--- src/rtl/msdap_out_scheduler.sv ---
// rtl/msdap_out_scheduler.sv - MSDAP stereo output scheduler: L/R pairing, pair FIFO, one serializer launch per frame slot
// Optional macro MSDAP_ZERO_FILL_EN: an empty-FIFO slot launches an all-zero pair instead of being skipped.
module msdap_out_scheduler #(
    parameter int DEPTH = 4,
    parameter int DW    = 40
) (
    input  logic                    SCLK,
    input  logic                    CLR,
    input  logic                    EN,
    input  logic                    FRAME,
    input  logic [DW-1:0]           RES_L,
    input  logic                    RES_L_VALID,
    output logic                    RES_L_READY,
    input  logic [DW-1:0]           RES_R,
    input  logic                    RES_R_VALID,
    output logic                    RES_R_READY,
    output logic [DW-1:0]           P2S_DATA_L,
    output logic [DW-1:0]           P2S_DATA_R,
    output logic                    P2S_FRAME,
    output logic                    P2S_EN,
    input  logic                    P2S_BUSY,
    output logic [$clog2(DEPTH):0]  LEVEL,
    output logic                    UNDERRUN,
    output logic                    SLOT_MISS
);
    localparam int AW = $clog2(DEPTH);
    localparam logic [AW:0] FULL_LEVEL = (AW + 1)'(DEPTH);

    typedef enum logic [1:0] {IDLE, ARM, WAIT_BUSY, SHIFT} state_t;

    state_t          state_q;
    logic [DW-1:0]   hold_l_q, hold_r_q;
    logic            hold_l_full_q, hold_r_full_q;
    logic [2*DW-1:0] mem_q [DEPTH];
    logic [AW-1:0]   wr_ptr_q, rd_ptr_q;
    logic [AW:0]     level_q;
    logic            frame_q, p2s_frame_q, underrun_q, slot_miss_q, zero_q;
    logic [DW-1:0]   p2s_l_q, p2s_r_q;
    logic            slot_open, take_l, take_r, push, pop;

    assign slot_open = EN & FRAME & ~frame_q;
    assign take_l    = RES_L_VALID & ~hold_l_full_q;
    assign take_r    = RES_R_VALID & ~hold_r_full_q;
    assign push      = hold_l_full_q & hold_r_full_q & (level_q != FULL_LEVEL);
    // A zero-fill launch has no FIFO entry behind it, so it must not pop.
    assign pop       = (state_q == WAIT_BUSY) & P2S_BUSY & ~zero_q;

    always_ff @(posedge SCLK) begin
        if (!CLR && EN && push) begin
            mem_q[wr_ptr_q] <= {hold_l_q, hold_r_q};
        end
    end

    always_ff @(posedge SCLK) begin
        if (CLR) begin
            state_q       <= IDLE;
            hold_l_q      <= '0;
            hold_r_q      <= '0;
            hold_l_full_q <= 1'b0;
            hold_r_full_q <= 1'b0;
            wr_ptr_q      <= '0;
            rd_ptr_q      <= '0;
            level_q       <= '0;
            frame_q       <= 1'b0;
            p2s_frame_q   <= 1'b0;
            p2s_l_q       <= '0;
            p2s_r_q       <= '0;
            underrun_q    <= 1'b0;
            slot_miss_q   <= 1'b0;
            zero_q        <= 1'b0;
        end else if (EN) begin
            frame_q <= FRAME;

            if (push) begin
                hold_l_full_q <= 1'b0;
                hold_r_full_q <= 1'b0;
                wr_ptr_q      <= wr_ptr_q + 1'b1;
            end
            if (take_l) begin
                hold_l_q      <= RES_L;
                hold_l_full_q <= 1'b1;
            end
            if (take_r) begin
                hold_r_q      <= RES_R;
                hold_r_full_q <= 1'b1;
            end

            if (pop) rd_ptr_q <= rd_ptr_q + 1'b1;
            case ({push, pop})
                2'b10:   level_q <= level_q + 1'b1;
                2'b01:   level_q <= level_q - 1'b1;
                default: level_q <= level_q;
            endcase

            if (slot_open && state_q != IDLE) slot_miss_q <= 1'b1;

            case (state_q)
                IDLE: begin
                    if (slot_open) begin
                        if (level_q == '0) underrun_q <= 1'b1;
                        if (P2S_BUSY) begin
                            slot_miss_q <= 1'b1;
                        end else if (level_q != '0) begin
                            {p2s_l_q, p2s_r_q} <= mem_q[rd_ptr_q];
                            zero_q             <= 1'b0;
                            state_q            <= ARM;
                        end
`ifdef MSDAP_ZERO_FILL_EN
                        else begin
                            p2s_l_q <= '0;
                            p2s_r_q <= '0;
                            zero_q  <= 1'b1;
                            state_q <= ARM;
                        end
`endif
                    end
                end
                ARM: begin
                    p2s_frame_q <= 1'b1;
                    state_q     <= WAIT_BUSY;
                end
                WAIT_BUSY: begin
                    p2s_frame_q <= 1'b0;
                    if (P2S_BUSY) state_q <= SHIFT;
                end
                SHIFT: begin
                    if (!P2S_BUSY) state_q <= IDLE;
                end
                default: state_q <= IDLE;
            endcase
        end
    end

    assign RES_L_READY = ~hold_l_full_q;
    assign RES_R_READY = ~hold_r_full_q;
    assign P2S_DATA_L  = p2s_l_q;
    assign P2S_DATA_R  = p2s_r_q;
    assign P2S_FRAME   = p2s_frame_q;
    assign P2S_EN      = EN;
    assign LEVEL       = level_q;
    assign UNDERRUN    = underrun_q;
    assign SLOT_MISS   = slot_miss_q;
endmodule
--- config.mk ---
export PLATFORM = sky130hd
export DESIGN_NAME = msdap_out_scheduler
export DESIGN_NICKNAME = d
export VERILOG_FILES = /design/src/rtl/msdap_out_scheduler.sv
export SDC_FILE = /design/constraint.sdc
export NUM_CORES = 1
export LEC_CHECK = 0
export CAP_MARGIN = 40
export CORE_MARGIN = 4
export CORE_UTILIZATION = 40
export CTS_CLUSTER_DIAMETER = 30
export CTS_CLUSTER_SIZE = 25
export DETAILED_ROUTE_END_ITERATION = 16
export DONT_BUFFER_PORTS = 1
export SLEW_MARGIN = 20
export SYNTH_ARGS = -nofsm -noshare
export SYNTH_HDL_FRONTEND = slang
export SYNTH_SLANG_ARGS = --single-unit
--- constraint.sdc ---
create_clock -name SCLK -period 11.6 [get_ports SCLK]
set_clock_uncertainty 0.2 [all_clocks]
set_input_delay 2.32 -clock SCLK [delete_from_list [all_inputs] [get_ports SCLK]]
set_output_delay 2.32 -clock SCLK [all_outputs]
set_load 0.005 [all_outputs]
==> out/metrics.csv <==
metric,value,unit
status,finished clean,
WL/cell,20.3,µm
VDD IR max,0.136,mV
Max Cap Violations,0,
count of final setup violators,0,
core area,0.0442,mm²
post-CTS sizing,0,
first-pass iteration count of the detailed router,4,
gpl congestion,0.711,
synth warn,0,
Worst Path Required,9.08,ns
TritonCTS clock tree,yes,
RSZ-0062 raised after global routing,no,
worst slew pin tran,0.782,ns
"EDFF count, synth",320,
Tot GR Track Use,16.2,%
share of layout cells above drive strength 1,21.4,%
crit share post-route,41.8,%
num ports,176,
clock buffer depth,3,
syn avg cell area,14.8,µm²
Inserted Clock Buffers,94,
routed vias,9711,
Placement Rows,77,
total power,4610,µW
Setup TNS,0,ns
dpl hpwl,22500,µm
nets,1342,
Unique masters post-synth,38,
n_diodes,0,
crit end category,output pin,
initial antenna violation count,1,
crit start category,input port,
root buffer cell,clkbuf_16,
"Seq/Total Area, Yosys",73.2,%
WS Path Type,input port to output pin,
final core occ,49.0,%
number of synthesized register bits,495,
FMAX,206,MHz
Mapped Area,0.0179,mm²
cells after synthesis,1209,
Overflow after GRT,0,
Worst slew margin,47.8,%
Worst Hold Class,register to register,
port bufs,0,
ANT nets after route,0,
syn nets,1305,
# fillers,3713,
final cell count without fillers,1919,
Crit Path Max Fanout,14,
initial core utilization,40.5,%
Hold Fails Final Rpt,0,
fin crit period,4.85,ns
largest net degree at the start of global routing,176,
Slew Limit Fails,0,
H-tree depth,3,
clk_lat worst skew,0.61,ns
Die Ht,220,µm
CTS sink count,495,
Crit path arrival time,2.33,ns
DRC viols,0,
"Primary FF master, synth",edfxtp_1,
P per Cell Area,213,mW/mm²
placed cell count,1741,
"FFs w/ async S/R, synth",0,%
hold_buf cts,0,
Die X-Extent,220,µm
clock-pin slew on the worst setup and hold paths,0.05,ns
Iter 0 DRT Violations,567,
DIE AREA,0.0482,mm²
first-pass GRT wire length,59600,µm
Via density,5.06,
WL final,39000,µm
setup bufs post-CTS,0,
vias in the first global route,10300,
LEAKAGE,0.00725,µW
area grow syn2layout,21.0,%
==> cell families (layout without fill, tap and decap cells) <==
logic type | after synthesis | after routing | synth area share [%]
xor gates and xnor gates | 6 | 6 | 0.293
DFF | 495 | 495 | 73.2
buffers and inverters | 85 | 203 | 2.62
AOI/OAI and AO/OA | 170 | 170 | 5.06
and+or+nand+nor | 361 | 361 | 7.95
muxes | 83 | 83 | 10.2
adders and majority gates | 9 | 9 | 0.670
==> cell type report <==
type	instances	area, µm²	share of cell area, %
tap	592	741	3.42
sequential	495	13100	60.5
multi-input combinational	629	4360	20.1
clock buffer	123	2660	12.2
timing repair buffer	16	205	0.947
clock inverter	54	554	2.56
inverter	10	37.5	0.173
==> worst min-delay path: cells and delay by family (launching register included) <==
family	cells	cell delay, ns
AO/OA/AOI/OAI	1	0.05
flip-flops	1	0.32
AND/OR/NAND/NOR	1	0.06
==> sequential cells by signal, indices dropped and copies added, names as in the netlist, 2 cells and up <==
name and count:
mem_q 320, P2S_DATA_L 40, P2S_DATA_R 40, hold_l_q 40, hold_r_q 40, LEVEL 3
rd_ptr_q 2, state_q 2, wr_ptr_q 2
==> through the flow <==
| stage | hold WS (ns) | setup slack, ns | cell area [µm²] |
|---|---|---|---|
| after floorplan | 0.252 | 6.24 | 17900 |
| after global placement | 0.264 | 6.75 | 18300 |
| after detailed placement | 0.264 | 6.75 | 18400 |
| after CTS | 0.271 | 6.75 | 21700 |
| after global routing | 0.293 | 6.75 | 21700 |
| final | 0.267 | 6.75 | 21700 |
==> placed cells by master, fill, tap and decap left out, types with 3 or more instances in the layout <==
| cell type | synthesis | routed |
|---|---|---|
| nand2_1 | 325 | 325 |
| edfxtp_1 | 320 | 320 |
| dfxtp_1 | 175 | 173 |
| a21oi_1 | 154 | 154 |
| clkbuf_16 | 0 | 97 |
| mux4_2 | 80 | 80 |
| clkinv_2 | 0 | 15 |
| nor2_1 | 14 | 14 |
| clkbuf_1 | 27 | 13 |
| clkbuf_8 | 5 | 13 |
| inv_6 | 0 | 12 |
| a21oi_2 | 11 | 11 |
| buf_4 | 10 | 11 |
| inv_1 | 10 | 10 |
| clkinvlp_4 | 0 | 9 |
| ha_1 | 8 | 8 |
| bufinv_16 | 0 | 6 |
| and2_4 | 0 | 4 |
| xnor2_1 | 3 | 3 |
| xor2_1 | 3 | 3 |
| mux2i_1 | 3 | 3 |
| clkinv_4 | 0 | 3 |
| inv_4 | 0 | 3 |
| buf_16 | 0 | 3 |
==> power breakdown <==
group / switching (µW) / leakage, µW / internal (µW)
Sequential: 18.8 / 0.00451 / 1890
Clock: 901 / 0.00156 / 1760
Combinational: 28.7 / 0.00117 / 16.1
==> cells in the mapped netlist, types with 2 or more instances <==
cell type,n,area [µm²]
and2_1,5,31.3
inv_1,10,37.5
nand2_1,325,1220
clkbuf_8,5,68.8
nor2_1,14,52.6
buf_4,10,75.1
edfxtp_1,320,9610
a21oi_1,154,771
ha_1,8,100
a21oi_2,11,96.3
xnor2_1,3,26.3
buf_1,3,11.3
clkbuf_1,27,101
mux4_2,80,1800
mux2i_1,3,30.0
nand3_1,4,20.0
and3_1,2,12.5
dfxtp_1,175,3500
buf_6,4,45.0
xor2_1,3,26.3
buf_2,26,130
==> layer usage <==
layer	wire length [µm]	GRT usage [%]	up-vias	part of all wire [%]
met5	11	0	-	0.028
met4	867	5.92	2	2.2
met3	2490	4.66	58	6.4
met2	18900	26.4	249	48
met1	16800	20.7	4890	43
li1	-	-	4512	-
==> final timing paths <==
check / startpoint / to / slack (ns) / cells after the start
max reg2reg: LEVEL[0] / mem_q[2][24] / 8.54 / 5
min reg2reg: P2S_DATA_L[24] / P2S_DATA_L[24] / 0.27 / 2
max: EN / P2S_EN / 6.75 / 0
min: P2S_DATA_L[24] / P2S_DATA_L[24] / 0.27 / 2
Note: power is estimated with default switching activity, not from simulation.
